### config.mk
export PLATFORM = sky130hd
export DESIGN_NAME = microwave_oven_ctrl
export DESIGN_NICKNAME = d
export VERILOG_FILES = /design/src/rtl/microwave_oven_ctrl.sv
export SDC_FILE = /design/constraint.sdc
export NUM_CORES = 1
export LEC_CHECK = 0
export ABC_AREA = 1
export CAP_MARGIN = 20
export CORE_ASPECT_RATIO = 0.8
export CORE_UTILIZATION = 46
export CTS_CLUSTER_DIAMETER = 50
export DETAILED_ROUTE_END_ITERATION = 8
export GPL_TIMING_DRIVEN = 0
export PLACE_DENSITY = 0.77
export SETUP_SLACK_MARGIN = 0.1
export SLEW_MARGIN = 40
export SYNTH_ARGS = -nofsm -noshare
export SYNTH_HDL_FRONTEND = slang
export SYNTH_SLANG_ARGS = --single-unit
### constraint.sdc
create_clock -name clk -period 1.7 [get_ports clk]
set_clock_uncertainty 0.2 [all_clocks]
set_input_delay 0.34 -clock clk [delete_from_list [all_inputs] [get_ports clk]]
set_output_delay 0.34 -clock clk [all_outputs]
set_load 0.02 [all_outputs]
### src/rtl/microwave_oven_ctrl.sv
// Microwave oven controller: keypad load, countdown cook, pause/resume, end beep.
// Every output is a flop; the next values are decided in one FSM process.
module microwave_oven_ctrl #(
  parameter int MAX_TIME   = 999,
  parameter int BEEP_TICKS = 3
) (
  input  logic       clk,
  input  logic       rst_n,
  input  logic       tick_1hz,
  input  logic       start,
  input  logic       stop_clear,
  input  logic       door_closed,
  input  logic       load,
  input  logic [9:0] load_value,
  output logic [9:0] time_left,
  output logic       magnetron_on,
  output logic       mux_sel,
  output logic       done_beep,
  output logic [1:0] state
);

  localparam int          CW    = $clog2(BEEP_TICKS + 1);
  localparam logic [9:0]  MAX_T = 10'(MAX_TIME);
  localparam logic [CW-1:0] LAST_BEEP = CW'(BEEP_TICKS - 1);

  typedef enum logic [1:0] {IDLE = 2'b00, COOK = 2'b01, PAUSE = 2'b10, DONE = 2'b11} st_t;

  st_t          st;
  logic [CW-1:0] beep_cnt;

  assign state = st;

  always_ff @(posedge clk or negedge rst_n) begin
    if (!rst_n) begin
      st           <= IDLE;
      time_left    <= '0;
      magnetron_on <= 1'b0;
      mux_sel      <= 1'b0;
      done_beep    <= 1'b0;
      beep_cnt     <= '0;
    end else begin
      case (st)
        IDLE: begin
          // A load wins over a simultaneous start.
          if (load)
            time_left <= (load_value > MAX_T) ? MAX_T : load_value;
          else if (start && door_closed && time_left != '0) begin
            st           <= COOK;
            magnetron_on <= 1'b1;
            mux_sel      <= 1'b1;
          end
        end
        COOK: begin
          // Door/stop pre-empts a same-cycle tick so no second is lost.
          if (stop_clear || !door_closed) begin
            st           <= PAUSE;
            magnetron_on <= 1'b0;
          end else if (tick_1hz) begin
            if (time_left > 10'd1)
              time_left <= time_left - 10'd1;
            else begin
              time_left    <= '0;
              st           <= DONE;
              magnetron_on <= 1'b0;
              done_beep    <= 1'b1;
              beep_cnt     <= '0;
            end
          end
        end
        PAUSE: begin
          if (stop_clear) begin
            st        <= IDLE;
            time_left <= '0;
            mux_sel   <= 1'b0;
          end else if (start && door_closed) begin
            st           <= COOK;
            magnetron_on <= 1'b1;
          end
        end
        DONE: begin
          if (stop_clear || !door_closed || (tick_1hz && beep_cnt == LAST_BEEP)) begin
            st        <= IDLE;
            mux_sel   <= 1'b0;
            done_beep <= 1'b0;
            beep_cnt  <= '0;
          end else if (tick_1hz)
            beep_cnt <= beep_cnt + 1'b1;
        end
        default: st <= IDLE;
      endcase
    end
  end

endmodule

Word-level counts from Yosys, hierarchy flattened
Cells that the tools add are included.
{"block": "op_classes", "shift": 0, "div": 0, "eq_ne": 18, "add_sub_neg": 2, "n_mux": 37, "n_bitwise": 0, "order_cmp": 2, "n_mul": 0, "reduce_logical": 17}
{"cell": "two-way mux 10 bit", "n": 6}
{"cell": "one-hot mux 10 bit (3 select lines)", "n": 1}
{"cell": "two-way mux 2 bit", "n": 13}
{"cell": "!= test 2 bit, second input constant", "n": 10}
{"cell": "AND reduction 5 bit", "n": 4}
{"cell": "two-way mux 1 bit", "n": 12}
{"cell": "!= test 3 bit, second input constant", "n": 4}
{"cell": "greater-than comparator 10 x 1 -> 1 bit, second input constant", "n": 1}
{"cell": "greater-than comparator 10 bit, second input constant", "n": 1}
{"cell": "nonzero test 10 bit", "n": 1}
{"cell": "subtractor 10 x 1 -> 10 bit, second input constant", "n": 1}
{"cell": "one-hot mux 2 bit (4 select lines)", "n": 1}
{"cell": "AND reduction 7 bit", "n": 1}
{"cell": "== test 2 bit, second input constant", "n": 3}
{"cell": "one-hot mux 1 bit (3 select lines)", "n": 2}
{"cell": "AND reduction 6 bit", "n": 1}
{"cell": "nonzero test 3 bit", "n": 2}
{"cell": "one-hot mux 2 bit (2 select lines)", "n": 1}
{"cell": "logical AND 1 bit", "n": 3}
{"cell": "adder 2 x 1 -> 2 bit, second input constant", "n": 1}
{"cell": "== test 2 x 1 -> 1 bit, second input constant", "n": 1}
{"cell": "zero test 2 bit", "n": 1}
{"cell": "logical OR 1 bit", "n": 2}
{"cell": "one-hot mux 1 bit (2 select lines)", "n": 1}
{"cell": "2 further kinds", "n": 2}
{"block": "word_totals", "latch_bits": 0, "elab_cells": 82, "n_memories": 0, "romBits": 0, "reg_bits": 17, "ramBits": 0, "output_inout_bits": 15}

Logic depth before layout (Yosys ltp)
Gate-level depths: netlist of the first run.
{"block": "logic_depth", "word_depth": 5, "ltp_mapped": 11, "ltp_nobuf": 11}

Least setup slack after synthesis of the first run
No wires, ideal clock.
{"block": "synth_timing", "path_type": "register -> register", "start": "register st[1], in the netlist state[1]", "end": "register beep_cnt[0]", "stages_incl_launch_ff": 10, "n_path_buf": 1, "arrival_time_ns": 1.547, "path_slack_ns": -0.165, "setup_ns": 0.117, "path_cell_list": "dfrtp_1 -> inv_1 -> ha_1 -> buf_6 -> nand2_2 -> o21ai_1 -> a21oi_1 -> nand3_4 -> nand2_1 -> o21ai_2"}
{"block": "synth_via", "elab_chain_cells": 3, "word_cells_on_any_way": 9}
{"element": "start, declared", "line_no": "28", "rtl": "st_t st;"}
{"element": "start signal, assigned", "line_no": "35", "rtl": "st <= IDLE;"}
{"element": "start signal, assigned", "line_no": "48", "rtl": "st <= COOK;"}
{"element": "start signal, assigned", "line_no": "56", "rtl": "st <= PAUSE;"}
{"element": "== test 2 bit or == test 2 x 1 -> 1 bit (tied branches)", "line_no": "42", "rtl": "case (st)"}
{"element": "!= test 3 bit (no line) (tied with other cells)"}
{"element": "AND reduction 5 bit (no line)"}
{"element": "end signal, assigned", "line_no": "87", "rtl": "beep_cnt <= beep_cnt + 1'b1;"}
{"element": "end, declared", "line_no": "29", "rtl": "logic [CW-1:0] beep_cnt;"}
Parallel ways exist; a longest one is shown, timed or not.
A chain may end at the register's enable or synchronous reset.

Final worst setup path of the first run
{"block": "layout_timing", "start": "register st[1], in the netlist state[1]", "end": "register time_left[5]"}
{"block": "layout_via", "elab_chain_cells": 3, "word_cells_on_any_way": 10}
{"element": "== test 2 bit (tied with other cells)", "line_no": "42"}
{"element": "!= test 2 bit (no line) or nonzero test 3 bit (tied branches)"}
{"element": "AND reduction 5 bit (no line)"}
{"element": "end signal, assigned", "line_no": "46", "rtl": "time_left <= (load_value > MAX_T) ? MAX_T : load_value;"}
{"element": "end signal, assigned", "line_no": "60", "rtl": "time_left <= time_left - 10'd1;"}
{"element": "end, declared", "line_no": "15", "rtl": "output logic [9:0] time_left,"}
Parallel ways exist; a longest one is shown, timed or not.

==> impl_results.md, run 1 <==
* Status: finished, violations left
* Violated checks: negative setup slack
* Initial Utilization at 50.5%
* WP buf/inv at 3
* Pin count of the biggest net entering global routing at 18
* Yosys reg bits at 17
* Worst-Margin Slew at 0.398 ns
* Net Sw Power at 2500 µW
* Post-synth net total at 234
* Syn Area/Cell at 6.94 µm²
* Cell family with most CP delay: flip-flops
* Crit path kind: reg -> reg
* Startpoint class of the critical path: flop
* 1st-iter DRT viols at 76
* Sequential share of power at 19.1%
* Post-synth cell types at 29
* Gpl congestion at 0.878
* ANT cells at 0
* Placed cell areas at 0.00188 mm²
* Slowest cell on crit path: dfrtp_2
* Number of core rows at 17
* CP Data Arrival Time at 1.73 ns
* DR vias/cell at 5.13
* Sw Share at 52.8%
* Hold wc startpoint: magnetron_on
* Clk pwr share at 6.5%
* Most frequent cells in the layout: nand2_1 (43), inv_1 (23), nor2_1 (18)
* WL/cell at 13.2 µm
* Initial antenna violation count at 0
* Slew Limit Fails at 0
* CP max stage delay at 0.44 ns
* Via Count at 1499
* Pwr Total at 4750 µW
* DRT Wirelength at 3850 µm
* Sequential cell area fraction in the yosys report at 29.3%
* Hold Crit Class: reg -> reg
* Global Route Usage Sum at 24.3%
* IO Pins at 32
* Crit path required time at 1.64 ns
* Clk sinks at 17
* Setup slack after layout at -0.0908 ns
* H-tree depth at 1
* CTS clk-pin slew, worst paths at 0.07 ns
* Fraction of layout cells with a size suffix above 1 at 38.6%
* TritonRoute pass-1 iters at 4
* DP HPWL at 2590 µm
* Root Buffer: clkbuf_8
* Mapped Cells at 209
* Inserted Clock Buffers at 3
* Nets@finish at 280
* Final Cell Area at 0.00220 mm²
* Filler cells at 211
* Critical path origin: state[1]
* Unrepaired setup endpoints after global routing: yes
* Overflow after GRT at 0
* Max VDD drop at 1390 µV
* Final period utilization at 105%
* Leakage at 0.00102 µW
* CP cell instances: inv_4 -> ha_4 -> buf_8 -> nand2_4 -> nand2_4 -> nor2_4 -> nand2_4 -> buf_6 -> a21oi_2 -> a21oi_1
* DIE WIDTH at 64.8 µm
* Post-route ant nets at 0
* Comb power frac at 74.3%
* Relative slew margins at 73.4%
* Crit Path Max Fanout at 7
* DRC at 0
* Die span in y at 52.2 µm
* Finished Core Util at 76.6%
* Final setup TNS at -0.871 ns
* Commonest non-fill, non-tap cell in the layout: nand2_1
* Fmax at 0.558 GHz
* Crit Reg-Reg Startpoint: state[1]
* MaxCap Viol Count at 0
* Area growth syn-to-layout at 51.5%
* Vias in the first global route at 1375
* Core Region at 0.00287 mm²
* PortBufs at 31
* Synthesized area at 0.00145 mm²
* P_int at 2240 µW
* Setup crit end kind: flop
* Final hold violations at 0
* Fin crit period at 1.79 ns
* Most used cell, CP: nand2_4
* CTS tree: built
* Die area at 0.00339 mm²
* Worst skew pair latency at 0.25 ns
* Warnings from Yosys at 0
* Final setup violation count at 15
* Max Buffers Root-to-Sink at 2
* Global-route wire length before repair at 6200 µm
* PD cells at 2160 mW/mm²
[worst min-delay path: cells and delay by family, from the launching register on]
| family | cells | cell delay [ns] |
|---|---|---|
| DFF | 1 | 0.34 |
| and+or+nand+nor | 2 | 0.10 |
[metrics by stage]
stage	cells	setup WS, ns	hold slack (ns)
global placement	278	-0.247	0.259
floorplan	209	0.0236	-0.156
CTS	291	-0.0383	0.278
finish	292	-0.0908	0.275
detailed placement	278	-0.278	0.268
global route	292	-0.143	0.303
[power by group through the flow]
stage	Clock, µW	Combinational [µW]	Sequential (µW)
after floorplan	0	1810	1020
after global placement	0	2710	837
after detailed placement	0	2740	841
after CTS	317	3090	833
after global routing	331	3820	934
final	310	3530	909
[state kept, by name, summed over array words and instances (netlist names)]
| signal | cells |
|---|---|
| done_beep | 1 |
| time_left | 10 |
| magnetron_on | 1 |
| beep_cnt | 2 |
| state | 2 |
| mux_sel | 1 |
[Yosys cell counts]
master | instances | share of area [%]
buf_2 | 1 | 0.34
a21oi_2 | 1 | 0.60
nor2_8 | 1 | 1.4
xor2_1 | 4 | 2.4
or2_1 | 1 | 0.43
o21ai_0 | 4 | 1.4
nor2_2 | 3 | 1.3
dfrtp_1 | 17 | 29
inv_1 | 28 | 7.2
o21ai_1 | 9 | 3.1
clkinv_1 | 2 | 0.52
nand3_4 | 1 | 1.2
nor2_1 | 26 | 6.7
nand2_1 | 50 | 13
buf_6 | 2 | 1.6
nor3_1 | 2 | 0.69
nor2_4 | 2 | 1.6
o211ai_1 | 1 | 0.52
o21ai_2 | 3 | 1.8
inv_2 | 3 | 0.78
nand2_8 | 1 | 1.4
a21oi_1 | 15 | 5.2
ha_1 | 8 | 6.9
nand2_4 | 1 | 0.78
or2_2 | 1 | 0.43
nand2_2 | 7 | 3.0
nand3_2 | 3 | 2.1
nand4_1 | 4 | 1.7
nand3_1 | 8 | 2.8
[area by class of cell]
class                      count  area (µm²)  share of cell area [%]
sequential                    17         434                    19.7
timing repair buffer          41         372                    16.9
inverter                      33         154                    7.00
multi-input combinational    156        1110                    50.4
tap                           38        47.5                    2.16
buffer                         3        37.5                    1.71
clock buffer                   4        45.0                    2.05
[routing by layer]
layer	share of wire [%]	routed length (µm)	GRT usage, %	vias up
met5	0	0	0	-
met3	5.8	224	4.57	8
met4	1.2	48	4.07	0
li1	-	-	-	754
met2	46	1760	40.5	43
met1	47	1820	33.2	694
[path summary, 6_finish.rpt]
path	end	depth (start not counted)	slack (ns)
max	time_left[5]	10	-0.09
min	magnetron_on	2	0.28
max reg2reg	time_left[5]	10	-0.09
min reg2reg	magnetron_on	2	0.28
max in group asynchronous	time_left[0]	2	0.65
min in group asynchronous	time_left[2]	2	0.35
[kinds of logic after synthesis]
kind of cell | count (synthesis) | synth area share (%)
compound gates | 33 | 12.6
xor+xnor | 4 | 2.41
fa+ha+maj | 8 | 6.90
buf+inv | 36 | 10.4
flops | 17 | 29.3
simple gates | 111 | 38.4
[what timing repair did]
| action | 4_1_cts | 5_1_grt |
|---|---|---|
| resized for setup | 42 | 46 |
| cloned | 1 | 0 |
| endpoints found under the hold margin | 0 | 17 |
| setup buffers | 8 | 0 |
| hold buffers | 0 | 1 |
| setup endpoints to repair | 32 | 22 |
| pin swaps | 3 | 5 |
Note: power is estimated with default switching activity, not from simulation.
==> inputs of run 2 (changes only) <==
Settings changed: RECOVER_POWER from default to 50.
==> impl_results.md, run 2 (synthesis gave the netlist of run 1 again) <==
* Max Buffers Root-to-Sink at 2 (unchanged)
* Status: finished, violations left
* Max VDD drop at 1390 µV (unchanged)
* Via Count at 1499 (unchanged)
* Setup crit end kind: flop
* Crit Reg-Reg Startpoint: state[1]
* Biggest register: time_left
* Leakage at 0.00102 µW (about the same)
* Critical path origin: state[1]
* Area of the multi-input gates at 0.00111 mm² (unchanged)
* Post-route ant nets at 0 (unchanged)
* Area growth syn-to-layout at 51.5% (unchanged)
* WL/cell at 13.2 µm (unchanged)
* Inserted Clock Buffers at 3 (unchanged)
* Most frequent cells in the layout: nand2_1 (43), inv_1 (23), nor2_1 (18)
* Commonest non-fill, non-tap cell in the layout: nand2_1
* DIE WIDTH at 64.8 µm (unchanged)
* CP cell instances: inv_4 -> ha_4 -> buf_8 -> nand2_4 -> nand2_4 -> nor2_4 -> nand2_4 -> buf_6 -> a21oi_2 -> a21oi_1
* Initial Utilization at 50.5% (unchanged)
* Crit path kind: reg -> reg
* DR vias/cell at 5.13 (unchanged)
* DP HPWL at 2590 µm (unchanged)
* Global-route wire length before repair at 6200 µm (unchanged)
* H-tree depth at 1 (unchanged)
* Overflow after GRT at 0 (unchanged)
* Core Region at 0.00287 mm² (unchanged)
* Unrepaired setup endpoints after global routing: yes
* Root Buffer: clkbuf_8
* CP max stage delay at 0.44 ns (about the same)
* Setup slack after layout at -0.0908 ns (unchanged)
* MaxCap Viol Count at 0 (unchanged)
* Fraction of layout cells with a size suffix above 1 at 38.6% (unchanged)
* PortBufs at 31 (unchanged)
* Relative slew margins at 70.4% (-3.0 points)
* Comb power frac at 74.3% (about the same)
* Slowest cell on crit path: dfrtp_2
* PD cells at 2160 mW/mm² (about the same)
* 1st-iter DRT viols at 76 (unchanged)
* Clk pwr share at 6.5% (about the same)
* DP Cell Count at 278 (unchanged)
* Most used cell, CP: nand2_4
* DRC at 0 (unchanged)
* CTS tree: built
* Initial antenna violation count at 0 (unchanged)
* Final hold violations at 0 (unchanged)
* Worst skew pair latency at 0.25 ns (about the same)
* Gpl congestion at 0.878 (unchanged)
* Clk sinks at 17 (unchanged)
* Fin cells at 292 (unchanged)
* Sw Share at 52.8% (about the same)
* CP Data Arrival Time at 1.73 ns (about the same)
* Critical Path Sink: time_left[5]
* IO Pins at 32 (unchanged)
* Worst-Margin Slew at 0.443 ns (+0.0448 ns)
* Slew Limit Fails at 0 (unchanged)
* Violated checks: negative setup slack
* Hold Crit Class: reg -> reg
* P_int at 2240 µW (about the same)
* Fmax at 0.558 GHz (unchanged)
* ANT cells at 0 (unchanged)
* Vias in the first global route at 1375 (unchanged)
* Pre-CTS WS at -0.278 ns (unchanged)
* Hold Slack at 0.275 ns (unchanged)
* Net Sw Power at 2500 µW (about the same)
* Number of core rows at 17 (unchanged)
* Worst R2R Setup Slack at -0.09 ns (about the same)
* Pin count of the biggest net entering global routing at 18 (unchanged)
* Depth of the most critical reg-to-reg path at 10 (unchanged)
* Max reg flops at 10 (unchanged)
* Startpoint class of the critical path: flop
* Die span in y at 52.2 µm (unchanged)
* Fin crit period at 1.79 ns (unchanged)
* Sequential cell area at 434 µm² (unchanged)
* Sequential share of power at 19.1% (about the same)
* Final period utilization at 105% (unchanged)
* Die area at 0.00339 mm² (unchanged)
* Crit path required time at 1.64 ns (about the same)
* TritonRoute pass-1 iters at 4 (unchanged)
* Global Route Usage Sum at 24.3% (unchanged)
* Filler cells at 211 (unchanged)
* DRT Wirelength at 3850 µm (unchanged)
* Final setup violation count at 15 (unchanged)
* Final setup TNS at -0.871 ns (unchanged)
* CTS clk-pin slew, worst paths at 0.07 ns (about the same)
* Crit Path Max Fanout at 7 (unchanged)
* Nets@finish at 280 (unchanged)
* FF-to-FF End: time_left[5]
-- run 2: cell count changes in the layout (fill, tap and decap cells not counted), sizes merged --
cell    change
buf         -1
clkbuf      +1
-- run 2: cell type report --
cell class	instances	area share, %
plain buffers	3	1.71
flip-flops and latches	17	19.7
multi-input cells	156	50.4
clock buffers	4	2.05
well taps	38	2.16
inverters	33	7.00
repair buffers	41	16.9
-- run 2: repair_timing --
item / CTS / global route
hold buffers: 0 / 1
buffers inserted: 8 / 0
cloned: 1 / 0
pin swaps: 3 / 5
gates resized for setup: 42 / 46
endpoints found under the hold margin: 0 / 17
endpoints found under the setup margin: 32 / 22
-- run 2: metal layers --
metal / GRT usage (%) / wire, µm
met4: 4.07 / 48
met5: 0 / 0
met2: 40.5 / 1760
met1: 33.2 / 1820
met3: 4.57 / 224
-- run 2: power by group through the flow --
stage | sequential (µW) | clock, µW | combinational, µW
after floorplan | 1020 | 0 | 1810
after global placement | 837 | 0 | 2710
after detailed placement | 841 | 0 | 2740
after CTS | 833 | 317 | 3090
after global routing | 934 | 331 | 3820
final | 909 | 310 | 3530
-- run 2: how the worst min path moves through the flow --
stage / startpoint / end / slack [ns] / cells past startpoint
4_1_cts: magnetron_on / magnetron_on / 0.28 / 2
2_1_floorplan: rst_n / beep_cnt[0] / -0.16 / 0
5_1_grt: magnetron_on / magnetron_on / 0.30 / 2
3_3_place_gp: magnetron_on / magnetron_on / 0.26 / 2
6_report: magnetron_on / magnetron_on / 0.28 / 2
3_5_place_dp: magnetron_on / magnetron_on / 0.27 / 2
-- run 2: critical path: cells and delay by family (launching register included) --
| kind | cells | cell delay, ns |
|---|---|---|
| flip-flops | 1 | 0.44 |
| buffers and inverters | 3 | 0.35 |
| AND/OR/NAND/NOR | 4 | 0.33 |
| AO/OA/AOI/OAI | 2 | 0.19 |
| adder cells (fa/ha/maj) | 1 | 0.16 |
-- run 2: metrics by stage --
stage / utilization [%] / total power (µW) / area (µm²)
after floorplan: - / 2830 / 1520
after global placement: 65.5 / 3550 / 1880
after detailed placement: 65.5 / 3580 / 1880
after CTS: 71.8 / 4240 / 2060
after global routing: 76.6 / 5090 / 2200
final: 76.6 / 4750 / 2200
==> inputs of run 3 (changes only) <==
Settings changed: REMOVE_ABC_BUFFERS from default to 1.
==> impl_results.md, run 3 (synthesis gave the netlist of run 1 again) <==
* Global-route wire length before repair at 6880 µm (+11%)
* Final setup violation count at 15 (unchanged)
* Max Buffers Root-to-Sink at 2 (unchanged)
* Gpl congestion at 0.874 (-0.51%)
* DRC at 0 (unchanged)
* Final hold violations at 0 (unchanged)
* Crit path kind: reg -> reg
* Worst-Margin Slew at 0.457 ns (+0.0133 ns)
* ANT cells at 0 (unchanged)
* Area growth syn-to-layout at 52.8%
* Startpoint class of the critical path: flop
* Post-route ant nets at 0 (unchanged)
* 1st-iter DRT viols at 131 (+72%)
* Number of core rows at 17 (unchanged)
* Max reg flops at 10 (unchanged)
* IO Pins at 32 (unchanged)
* Overflow after GRT at 0 (unchanged)
* Area of the multi-input gates at 0.00111 mm² (+0.45%)
* Crit path required time at 1.65 ns (about the same)
* Pin count of the biggest net entering global routing at 18 (unchanged)
* DP HPWL at 2470 µm (-4.8%)
* Sequential cell area at 428 µm² (-1.4%)
* Hold Crit Class: reg -> reg
* DIE WIDTH at 64.8 µm (unchanged)
* Final Cell Area at 0.00222 mm² (+0.91%)
* DRT Wirelength at 4570 µm (+19%)
* Inserted Clock Buffers at 3 (unchanged)
* Most frequent cells in the layout: nand2_1 (41), inv_1 (21), nor2_1 (18)
* Unrepaired setup endpoints after global routing: yes
* Clk sinks at 17 (unchanged)
* MaxCap Viol Count at 0 (unchanged)
* Pwr Total at 4660 µW (-1.9%)
* Setup crit end kind: flop
* CP cell instances: buf_6 -> inv_4 -> ha_4 -> nand2_4 -> nand2_4 -> nor2_4 -> nand2_4 -> a21oi_2 -> a21oi_2
* Max VDD drop at 1320 µV (-4.5%)
* Via Count at 1646 (+9.8%)
* PortBufs at 31 (unchanged)
* Vias in the first global route at 1440 (+4.7%)
* WP buf/inv at 2 (-1)
* Slowest cell on crit path: dfrtp_1
* Relative slew margins at 69.6% (-0.88 points)
* CP max stage delay at 0.40 ns (-0.04 ns)
* Violated checks: negative setup slack
* Nets@finish at 287 (+2.5%)
* Core Region at 0.00287 mm² (unchanged)
* Root Buffer: clkbuf_8
* WL/cell at 15.3 µm (+16%)
* Biggest register: time_left
* CTS clk-pin slew, worst paths at 0.07 ns (about the same)
* Leakage at 0.00105 µW (+3.3%)
* TritonRoute pass-1 iters at 5 (+1)
* PD cells at 2100 mW/mm² (-2.8%)
* Fraction of layout cells with a size suffix above 1 at 39.8% (+1.3 points)
* Initial antenna violation count at 0 (unchanged)
* Status: finished, violations left
* Fin crit period at 1.77 ns (-0.0195 ns)
* Crit Path Max Fanout at 6 (-1)
* Setup slack after layout at -0.0713 ns (+0.0195 ns)
* Final period utilization at 104% (-1.1 points)
* Filler cells at 194 (-8.1%)
* Initial Utilization at 50.5% (unchanged)
* DR vias/cell at 5.51 (+7.2%)
* Die area at 0.00339 mm² (unchanged)
* Cell family with most CP delay: simple AND/OR/NAND/NOR gates
* Most used cell, CP: nand2_4
* Slew Limit Fails at 0 (unchanged)
* Die span in y at 52.2 µm (unchanged)
* Fmax at 0.565 GHz (+1.1%)
* CP Data Arrival Time at 1.72 ns (about the same)
* H-tree depth at 1 (unchanged)
* Pre-CTS WS at -0.490 ns (-0.212 ns)
* Commonest non-fill, non-tap cell in the layout: nand2_1
* Global Route Usage Sum at 26.7% (+2.4 points)
* Placed cell areas at 0.00178 mm² (-5.3%)
* Worst skew pair latency at 0.26 ns (about the same)
* CTS tree: built
run 3: cell types whose count changed in the layout (fill, tap and decap cells not counted), sizes merged:
cell           delta
buf               +5
clkbuf            +1
clkdlybuf4s15     +2
clkdlybuf4s50     -2
nand2             +1
run 3: timing repair:
item	CTS	global route
setup buffers	13	5
gates resized for setup	81	32
hold buffers	0	1
endpoints found under the setup margin	32	26
endpoints found under the hold margin	0	17
gates cloned	1	0
pin swaps	22	19
run 3: layout make-up:
cell class	count	share of cell area, %
Multi-Input combinational cell	157	50.2
Sequential cell	17	19.3
Timing Repair Buffer	50	19.7
Tap cell	38	2.14
Clock buffer	4	2.03
Inverter	33	6.66
run 3: routing by layer:
metal	track usage (%)	vias to the layer above	share of wire, %
met4	4.07	0	2.0
met5	0	-	0
met2	45.3	88	49
met3	5.43	11	7.6
li1	-	760	-
met1	35.8	787	42
run 3: power by group:
group | switching, µW | leakage, µW | internal (µW)
Combinational | 2100 | 0.000823 | 1380
Clock | 151 | 0.0000228 | 167
Sequential | 251 | 0.000206 | 607
run 3: path summary, 6_finish.rpt:
kind	cells after the start	start	slack, ns	endpoint
max reg2reg	9	state[1]	-0.07	time_left[9]
min in group asynchronous	2	rst_n	0.35	time_left[2]
max in group asynchronous	2	rst_n	0.60	state[0]
min reg2reg	2	magnetron_on	0.30	magnetron_on
max	9	state[1]	-0.07	time_left[9]
min	2	magnetron_on	0.30	magnetron_on
run 3: tightest hold or removal path, stage by stage, from the launching register on:
cell and delay (ns):
dfrtp_1 0.35, nand2_1 0.05, nand2_1 0.06
run 3: metrics by stage:
| step | setup TNS, ns | utilization [%] | hold WS [ns] | cells |
|---|---|---|---|---|
| 5_1_grt | -1.97 | 77.3 | 0.324 | 299 |
| 3_3_place_gp | -5.51 | 62.0 | 0.260 | 275 |
| 2_1_floorplan | -3.46 | - | -0.156 | 206 |
| 3_5_place_dp | -5.66 | 62.0 | 0.273 | 275 |
| 4_1_cts | -0.00460 | 73.7 | 0.283 | 293 |
| 6_report | -0.483 | 77.3 | 0.297 | 299 |
